<file path="src/rtl/systolic_cfg_pkg.sv">
// systolic_cfg_pkg: register map, STATUS bit indices, FSM state and the 16-bit dim/address type shared with the array top
package systolic_cfg_pkg;
  localparam int ADDR_CTRL     = 0;
  localparam int ADDR_STATUS   = 1;
  localparam int ADDR_M        = 2;
  localparam int ADDR_N        = 3;
  localparam int ADDR_P        = 4;
  localparam int ADDR_BASE_A   = 5;
  localparam int ADDR_BASE_B   = 6;
  localparam int ADDR_BASE_C   = 7;
  localparam int ADDR_CYCLES   = 8;
  localparam int ADDR_IRQ_MASK = 9;
  localparam int STAT_BUSY     = 0;
  localparam int STAT_DONE     = 1;
  localparam int STAT_ERR_DIM  = 2;
  localparam int STAT_ERR_BUSY = 3;
  typedef enum logic {IDLE, BUSY} state_t;
  typedef logic [15:0] dim_t;
  function automatic logic dim_legal(dim_t d, int unsigned max_dim);
    return d != '0 && {16'd0, d} <= max_dim;
  endfunction
endpackage

</file>
<file path="src/rtl/systolic_cfg_regfile.sv">
// systolic_cfg_regfile: software regs M..BASE_C, sticky W1C STATUS (set wins), registered read mux; SYSTOLIC_CFG_IRQ_EN adds irq_mask reg and irq port
module systolic_cfg_regfile
  import systolic_cfg_pkg::*;
#(
  parameter int AW = 4,
  parameter int DW = 32
) (
  input  logic          clk,
  input  logic          reset,
  input  logic          wr_en,
  input  logic          rd_en,
  input  logic [AW-1:0] addr,
  input  logic [DW-1:0] wdata,
  input  logic          busy,
  input  logic [DW-1:0] cycles,
  input  logic          set_done,
  input  logic          clr_done,
  input  logic          set_err_dim,
  input  logic          set_err_busy,
  output dim_t          m,
  output dim_t          n,
  output dim_t          p,
  output dim_t          base_a,
  output dim_t          base_b,
  output dim_t          base_c,
  output logic          done,
  output logic          rvalid,
`ifdef SYSTOLIC_CFG_IRQ_EN
  output logic          irq,
`endif
  output logic [DW-1:0] rdata
);
  logic [31:0] a;
  logic [3:0] w1c;
  logic err_dim, err_busy, unused_bits;
  logic [DW-1:0] rmux;
  assign a = 32'(addr);
  assign w1c = wr_en && a == ADDR_STATUS ? wdata[3:0] : 4'h0;
  assign unused_bits = ^wdata[DW-1:16];
`ifdef SYSTOLIC_CFG_IRQ_EN
  logic [1:0] irq_mask;
  assign irq = (done & irq_mask[0]) | ((err_dim | err_busy) & irq_mask[1]);
`endif
  always_comb begin
    rmux = '0;
    case (a)
      ADDR_STATUS: rmux = DW'({err_busy, err_dim, done, busy});
      ADDR_M:      rmux = DW'(m);
      ADDR_N:      rmux = DW'(n);
      ADDR_P:      rmux = DW'(p);
      ADDR_BASE_A: rmux = DW'(base_a);
      ADDR_BASE_B: rmux = DW'(base_b);
      ADDR_BASE_C: rmux = DW'(base_c);
      ADDR_CYCLES: rmux = cycles;
`ifdef SYSTOLIC_CFG_IRQ_EN
      ADDR_IRQ_MASK: rmux = DW'(irq_mask);
`endif
      default:     rmux = '0;
    endcase
  end
  always_ff @(posedge clk)
    if (reset) begin
      {m, n, p, base_a, base_b, base_c} <= '0;
      {done, err_dim, err_busy, rvalid} <= '0;
      rdata <= '0;
`ifdef SYSTOLIC_CFG_IRQ_EN
      irq_mask <= '0;
`endif
    end else begin
      if (wr_en)
        case (a)
          ADDR_M:      m <= dim_t'(wdata);
          ADDR_N:      n <= dim_t'(wdata);
          ADDR_P:      p <= dim_t'(wdata);
          ADDR_BASE_A: base_a <= dim_t'(wdata);
          ADDR_BASE_B: base_b <= dim_t'(wdata);
          ADDR_BASE_C: base_c <= dim_t'(wdata);
`ifdef SYSTOLIC_CFG_IRQ_EN
          ADDR_IRQ_MASK: irq_mask <= wdata[1:0];
`endif
          default: ;
        endcase
      done <= set_done | (done & ~w1c[STAT_DONE] & ~clr_done);
      err_dim <= set_err_dim | (err_dim & ~w1c[STAT_ERR_DIM]);
      err_busy <= set_err_busy | (err_busy & ~w1c[STAT_ERR_BUSY]);
      rvalid <= rd_en;
      rdata <= rd_en ? rmux : '0;
    end
endmodule

</file>
<file path="src/rtl/systolic_array_config.sv">
// systolic_array_config: cfg register port, dim check, one-cycle start pulse, frozen dims/bases, done-edge FSM, busy counter; SYSTOLIC_CFG_IRQ_EN adds irq_o
module systolic_array_config
  import systolic_cfg_pkg::*;
#(
  parameter int          CFG_ADDR_WIDTH  = 4,
  parameter int          CFG_DATA_WIDTH  = 32,
  parameter int unsigned MAX_DIM         = 1024,
  parameter int          CYCLE_CNT_WIDTH = 32
) (
  input  logic                      clk,
  input  logic                      reset,
  input  logic                      cfg_valid_i,
  input  logic                      cfg_write_i,
  input  logic [CFG_ADDR_WIDTH-1:0] cfg_addr_i,
  input  logic [CFG_DATA_WIDTH-1:0] cfg_wdata_i,
  output logic                      cfg_ready_o,
  output logic                      cfg_rvalid_o,
  output logic [CFG_DATA_WIDTH-1:0] cfg_rdata_o,
  output logic                      start_o,
  output dim_t                      m_o,
  output dim_t                      n_o,
  output dim_t                      p_o,
  output dim_t                      base_addr_a_o,
  output dim_t                      base_addr_b_o,
  output dim_t                      base_addr_c_o,
  input  logic                      operation_done_i,
`ifdef SYSTOLIC_CFG_IRQ_EN
  output logic                      irq_o,
`endif
  output logic                      busy_o
);
  state_t state;
  logic wr, rd, done_q, done_edge, drop, start_req, dims_ok, go;
  logic [31:0] a;
  logic [CYCLE_CNT_WIDTH-1:0] cycles;
  dim_t reg_m, reg_n, reg_p, reg_a, reg_b, reg_c;
  assign wr = cfg_valid_i & cfg_write_i;
  assign rd = cfg_valid_i & ~cfg_write_i;
  assign a = 32'(cfg_addr_i);
  assign done_edge = state == BUSY && operation_done_i && !done_q;
  assign drop = state == BUSY && wr && (a == ADDR_CTRL || (a >= ADDR_M && a <= ADDR_BASE_C));
  assign start_req = state == IDLE && wr && a == ADDR_CTRL && cfg_wdata_i[0];
  assign dims_ok = dim_legal(reg_m, MAX_DIM) && dim_legal(reg_n, MAX_DIM) && dim_legal(reg_p, MAX_DIM);
  assign go = start_req && dims_ok;
  assign cfg_ready_o = 1'b1;
  assign busy_o = state == BUSY;
  systolic_cfg_regfile #(.AW(CFG_ADDR_WIDTH), .DW(CFG_DATA_WIDTH)) u_regfile (
    .clk          (clk),
    .reset        (reset),
    .wr_en        (wr && !drop),
    .rd_en        (rd),
    .addr         (cfg_addr_i),
    .wdata        (cfg_wdata_i),
    .busy         (busy_o),
    .cycles       (CFG_DATA_WIDTH'(cycles)),
    .set_done     (done_edge),
    .clr_done     (go),
    .set_err_dim  (start_req && !dims_ok),
    .set_err_busy (drop),
    .m            (reg_m),
    .n            (reg_n),
    .p            (reg_p),
    .base_a       (reg_a),
    .base_b       (reg_b),
    .base_c       (reg_c),
    .done         (),
    .rvalid       (cfg_rvalid_o),
`ifdef SYSTOLIC_CFG_IRQ_EN
    .irq          (irq_o),
`endif
    .rdata        (cfg_rdata_o)
  );
  always_ff @(posedge clk)
    if (reset) begin
      state <= IDLE;
      {start_o, done_q} <= '0;
      cycles <= '0;
      {m_o, n_o, p_o, base_addr_a_o, base_addr_b_o, base_addr_c_o} <= '0;
    end else begin
      done_q <= operation_done_i;
      start_o <= go;
      if (go) begin
        state <= BUSY;
        cycles <= '0;
        {m_o, n_o, p_o, base_addr_a_o, base_addr_b_o, base_addr_c_o} <= {reg_m, reg_n, reg_p, reg_a, reg_b, reg_c};
      end else if (state == BUSY) begin
        cycles <= &cycles ? cycles : cycles + CYCLE_CNT_WIDTH'(1);
        if (done_edge) state <= IDLE;
      end
    end
endmodule

</file>
<file path="config.mk">
export PLATFORM = sky130hd
export DESIGN_NAME = systolic_array_config
export DESIGN_NICKNAME = d
export VERILOG_FILES = /design/src/rtl/systolic_cfg_pkg.sv /design/src/rtl/systolic_cfg_regfile.sv /design/src/rtl/systolic_array_config.sv
export SDC_FILE = /design/constraint.sdc
export NUM_CORES = 1
export LEC_CHECK = 0
export ABC_AREA = 1
export BUFFER_PORTS_ARGS = -buffer_cell sky130_fd_sc_hd__buf_2
export CAP_MARGIN = 25
export CORE_ASPECT_RATIO = 1.75
export CORE_MARGIN = 10
export CORE_UTILIZATION = 32
export DETAILED_ROUTE_END_ITERATION = 10
export PLACE_DENSITY = 0.57
export SKIP_CTS_REPAIR_TIMING = 1
export SLEW_MARGIN = 20
export SYNTH_ARGS = -nofsm -noshare
export SYNTH_HDL_FRONTEND = slang
export SYNTH_HIERARCHICAL = 1
export SYNTH_SLANG_ARGS = --single-unit
</file>
<file path="constraint.sdc">
create_clock -name clk -period 1.85 [get_ports clk]
set_input_delay 0.2775 -clock clk [delete_from_list [all_inputs] [get_ports clk]]
set_output_delay 0.2775 -clock clk [all_outputs]
set_load 0.005 [all_outputs]
</file>
# [Word level (Yosys, flattened, before mapping)]
# Cells that the tools add are included.
[op_classes] bitwise=17 order_cmp=5 addsub=1 n_mux=5 reduce_logical=35 eq_ne=8
[op_table] op="case mux 32 bit (8 select lines)" n=1
[op_table] op="<= comparator 16 x 11 -> 1 bit, second input constant" n=3
[op_table] op="nonzero test 16 bit" n=3
[op_table] op="adder 32 x 1 -> 32 bit, second input constant" n=1
[op_table] op="zero test 32 bit" n=1
[op_table] op="AND reduction 32 bit" n=1
[op_table] op="logical AND 1 bit" n=17
[op_table] op="== test 4 x 3 -> 1 bit, second input constant" n=4
[op_table] op="AND reduction 2 bit" n=7
[op_table] op="== test 4 x 2 -> 1 bit, second input constant" n=2
[op_table] op="inverter 1 bit" n=8
[op_table] op="AND 1 bit" n=6
[op_table] op="== test 4 x 1 -> 1 bit, second input constant" n=1
[op_table] op="== test 4 bit, second input constant" n=1
[op_table] op="greater-or-equal comparator 4 x 2 -> 1 bit, second input constant" n=1
[op_table] op="<= comparator 4 x 3 -> 1 bit, second input constant" n=1
[op_table] op="two-way mux 4 bit" n=1
[op_table] op="OR reduction 2 bit" n=2
[op_table] op="zero test 1 bit" n=3
[op_table] op="two-way mux 1 bit" n=3
[op_table] op="bitwise OR 1 bit" n=3
[op_table] op="logical OR 1 bit" n=1
[word_totals] in_bits=41 output_inout_bits=132 word_cells=92 reg_bits=263

# [Logic depth before layout (Yosys ltp)]
[depth] depth_word=12 depth_mapped=14 mapped_depth_nobuf=13

# [Modules after synthesis]
# The synthesis kept the hierarchy.
[modules_own_cells] mod="systolic_array_config" area_each_um2=5878.1 cells_each=837 n_inst=1
[modules_own_cells] mod="systolic_cfg_regfile" area_each_um2=5465.2 cells_each=760 n_inst=1

# [Least setup slack after synthesis]
# OpenSTA, ideal clock, no wires.
[synth_path] path_type="register to register" startpoint="reg cycles[0]" endpoint="reg cycles[21]" t_arrival_ps=1648 path_slack_ps=132 t_required_ps=1780 setup_time_ps=70 stages_incl_launch_ff=10 cell_sequence="dfxtp_1 ha_1 nand3_1 inv_2 nand2_1 nor2_2 a21oi_2 clkbuf_1 nand2_1 a21oi_1"
[synth_between] elab_chain_len=3 elab_cells_between_ends=4
[synth_rtl] item="start: declaration" line="systolic_array_config.sv:35" rtl="logic [CYCLE_CNT_WIDTH-1:0] cycles;"
[synth_rtl] item="start signal: assignment" line="systolic_array_config.sv:87" rtl="cycles <= &cycles ? cycles : cycles + CYCLE_CNT_WIDTH'(1);"
[synth_rtl] item="parallel branches: the longest is 3 deep, another holds adder 32 x 1 -> 32 bit"
# Parallel ways; which one is timed is not known.
# A chain may end at the register's enable or synchronous reset.

# [Worst setup path in the final report]
[layout_path] startpoint="reg u_regfile.m[11]" endpoint="reg m_o[1]"
[layout_between] elab_chain_len=5 elab_cells_between_ends=6
[layout_rtl] item="start: declaration" line="systolic_cfg_regfile.sv:20" rtl="output dim_t m,"
[layout_rtl] item="start signal: assignment" line="systolic_cfg_regfile.sv:72" rtl="ADDR_M: m <= dim_t'(wdata);"
[layout_rtl] item="<= comparator 16 x 11 -> 1 bit / nonzero test 16 bit (equally long branches)" line="systolic_cfg_pkg.sv:20" rtl="return d != '0 && {16'd0, d} <= max_dim;"
[layout_rtl] item="logical AND 1 bit *" line="systolic_cfg_pkg.sv:20"
[layout_rtl] item="logical AND 1 bit * (2 in a row)" line="systolic_array_config.sv:43" rtl="assign dims_ok = dim_legal(reg_m, MAX_DIM) && dim_legal(reg_n, MAX_DIM) && dim_legal(reg_p, MAX_DIM);"
[layout_rtl] item="logical AND 1 bit *" line="systolic_array_config.sv:44" rtl="assign go = start_req && dims_ok;"
[layout_rtl] item="end signal: assignment" line="systolic_array_config.sv:85" rtl="{m_o, n_o, p_o, base_addr_a_o, base_addr_b_o, base_addr_c_o} <= {reg_m, reg_n, reg_p, reg_a, reg_b, reg_c};"
[layout_rtl] item="end: declaration" line="systolic_array_config.sv:20" rtl="output dim_t m_o,"
# Mark *: on every way between the ends. The rest lies on a longest branch, timed or not.

==> results.py <==
metrics = {
    "sta": {
        "period_needed_ns": 1.86,
        "finalHoldViolations": 0,
        "min_period_over_period_pct": 101,
        "setup_viol": 3,
        "worst_slew_pin_slew_ns": 0.514,
        "holdWs_ns": 0.0212,
        "maxSlewViolCount": 0,
        "setup_slack_ns": -0.0109,
        "rsz0062_at_grt": "yes",
        "fin_skew_ns": 0.0266,
        "slew_headroom_pct": 65.7,
        "clock.fmax_ghz": 0.537,
    },
    "worst_setup_path": {
        "path_class": "reg2reg",
        "r2r_cells": 12,
        "worstPathRequired_ns": 2.34,
        "worstSetupEndpointType": "flip-flop",
        "critPathArrivalTime_ns": 2.36,
        "start_kind": "flip-flop",
        "path_max_fanout": 6,
    },
    "logic_synthesis": {
        "synthTopCellsByCount": "nand2_1 (316), nand3_1 (281), dfxtp_1 (263)",
        "synth_cell_type_count": 33,
        "synth_area_um2": 11300,
        "synth_seq_area_share_pct": 46.4,
        "synth_warnings": 6,
        "synth_seq_cells": 263,
        "syn_inst": 1597,
        "synth_flop_cell": "dfxtp_1",
        "synth_most_common_cell": "nand2_1",
        "yosysTopAreaCellShare_pct": 46.4,
        "synth.avg_cell_area_um2": 7.10,
        "synth_edf_count": 0,
        "yosysTopAreaCell": "dfxtp_1",
        "synth.area.top_cells": "dfxtp_1 (46%), nand3_1 (12%), nand2_1 (10%)",
        "ys_async_sr_fraction_pct": 0,
        "syn_nets": 1639,
    },
    "pwr": {
        "p_total_uw": 12200,
        "power_frac_seq_pct": 46.7,
        "pwr-share-comb_pct": 5.0,
        "p_per_area_nw_per_um2": 828,
        "ir_drop_mv": 0.731,
        "clockPowerShare_pct": 48.3,
        "p_leak_uw": 0.00635,
        "internal_power_uw": 9350,
        "power.share.switching_pct": 23.6,
        "switchingPower_uw": 2890,
    },
    "cells_and_area": {
        "syn_to_final_growth_pct": 30.4,
        "diodes": 0,
        "fin_area_um2": 14800,
        "final_nets": 1843,
        "drive_above_1_share_pct": 22.9,
        "layout.cells.non_filler": 2286,
    },
    "detailed_routing": {
        "post_drt_via_cell_ratio": 4.80,
        "num_vias": 11000,
        "drt_first_iter_violations": 620,
        "dr.pass1.iters": 5,
        "drt_wl_total_um": 39000,
        "drc": 0,
        "wl_per_cell_um": 17.1,
        "ant_nets": 0,
    },
    "global_route": {
        "grt-ovfl-total": 0,
        "grt_use_total_pct": 16.8,
        "grt_pass1_wl_um": 58400,
        "grt_pass1_vias": 10300,
        "grt_max_degree": 97,
        "antenna_found_initial": 0,
    },
    "floorplanning": {
        "ios": 173,
        "rows": 91,
        "core-area_um2": 35200,
        "die_area_um2": 43700,
        "die_w_um": 162,
        "start_util_pct": 32.2,
        "die_y_um": 269,
    },
    "placed_design": {
        "dpl_cell_area_um2": 13300,
        "portBuffers": 155,
        "place_congestion": 0.978,
        "pre_cts_slack_ns": -0.0492,
        "dp.cells": 2228,
        "hpwl_um": 28200,
    },
    "min_path": {
        "worstHoldPathType": "in2reg",
        "holdPathStages": 3,
    },
    "clock_tree": {
        "clock-root-buffer": "clkbuf_16",
        "clock_sinks": 263,
        "cts_made_buffers": 26,
        "clkLatencyLatePin_ns": 0.55,
        "clk_pin_slew_worst_paths_ns": 0.07,
        "cts_tree": "yes",
        "cts_buffer_depth": 3,
        "htree_levels": 1,
    },
    "outcome": {
        "violations": "setup timing",
        "status": "complete, but fails checks",
    },
    "run": {
        "drv_cap": 0,
    },
}
-- critical path: stages, from the launching register on --
cell and delay, ns:
dfxtp_2 0.32, or2_1 0.25, nor2_2 0.17, inv_2 0.05, nand2_2 0.07, nand2_1 0.08, nor2_4 0.13, nand2_4 0.08
nor2_8 0.15, buf_12 0.16, buf_6 0.12, nand3_1 0.13, nand2_1 0.09
-- metrics by stage --
step | TNS [ns] | util (%)
after floorplan | 0 | -
after global placement | -0.396 | 37.8
after detailed placement | -1.41 | 37.8
after CTS | -0.00595 | 40.5
after global routing | -3.29 | 42.0
final | -0.0156 | 42.0
-- layer usage --
layer	vias to the layer above	share of wire [%]	GRT usage (%)
met5	-	0	0
met4	0	6.1	10.2
met3	78	5.3	2.72
met2	309	49	29.0
met1	5003	40	18.9
li1	5577	-	-
-- worst paths after layout --
path	from	end	slack, ns
hold / removal	operation_done_i	done_q	0.02
hold reg to reg	m_o[11]	m_o[11]	0.42
setup reg to reg	u_regfile/m[11]	m_o[1]	-0.01
setup / recovery	u_regfile/m[11]	m_o[1]	-0.01
-- final cells by class --
class,count,area [um2]
multi-input cells,1070,5250
flip-flops and latches,263,5270
fillers,3555,20400
clock inverters,18,250
well taps,465,582
clock buffers,30,707
inverters,166,626
repair buffers,274,2100
-- logic make-up (layout without fill, tap and decap cells) --
family | after synthesis | count (layout) | share of synthesized area, %
AO/OA/AOI/OAI | 250 | 250 | 11.1
XOR/XNOR | 15 | 15 | 1.16
adder cells (fa/ha/maj) | 1 | 1 | 0.110
buffers and inverters | 264 | 488 | 9.94
flip-flops | 263 | 263 | 46.4
other | 1 | 1 | 0.0331
AND/OR/NAND/NOR | 803 | 803 | 31.2
-- flip-flops by register name, summed over array words and instances, names as in the netlist --
| register | flops |
|---|---|
| u_regfile/base_c | 16 |
| cycles | 32 |
| u_regfile/m | 16 |
| busy_o | 1 |
| u_regfile/rdata | 32 |
| base_addr_b_o | 16 |
| p_o | 16 |
| base_addr_a_o | 16 |
| u_regfile/done | 1 |
| u_regfile/err_dim | 1 |
| u_regfile/base_a | 16 |
| u_regfile/err_busy | 1 |
| u_regfile/p | 16 |
| u_regfile/base_b | 16 |
| u_regfile/rvalid | 1 |
| done_q | 1 |
| u_regfile/n | 16 |
| m_o | 16 |
| start_o | 1 |
| n_o | 16 |
| base_addr_c_o | 16 |
-- power groups by stage --
| stage | registers (uW) | logic [uW] | clock network [uW] |
|---|---|---|---|
| 2_1_floorplan | 5840 | 310 | 0 |
| 3_3_place_gp | 5840 | 565 | 0 |
| 3_5_place_dp | 5840 | 572 | 0 |
| 4_1_cts | 5710 | 573 | 6050 |
| 5_1_grt | 5710 | 660 | 6270 |
| 6_report | 5720 | 611 | 5910 |
-- placed cells by master (no fill, tap or decap), types with 2 or more instances in the layout --
master | Yosys | layout
nor2_4 | 2 | 5
or2_1 | 2 | 2
dfxtp_1 | 263 | 258
buf_4 | 10 | 86
a21oi_2 | 1 | 2
buf_12 | 0 | 24
bufinv_16 | 0 | 5
clkinv_2 | 0 | 2
nor3_2 | 1 | 4
o21ai_1 | 9 | 9
nand4_1 | 5 | 5
inv_6 | 0 | 2
nand2_1 | 316 | 309
clkbuf_16 | 0 | 34
nand3_1 | 281 | 246
nor2_1 | 154 | 137
clkbuf_8 | 0 | 2
clkinv_1 | 2 | 3
clkinv_4 | 0 | 4
xor2_1 | 12 | 12
xnor2_1 | 3 | 3
nand2_2 | 1 | 7
buf_2 | 31 | 155
nor3_1 | 17 | 14
nand3_2 | 9 | 41
nor2_2 | 5 | 19
dfxtp_2 | 0 | 5
o21ai_0 | 92 | 92
a21oi_1 | 147 | 146
inv_2 | 7 | 6
nand3b_1 | 7 | 7
inv_1 | 157 | 156
clkinvlp_4 | 0 | 5
nand3_4 | 0 | 3
(Power assumes the default switching activity.)
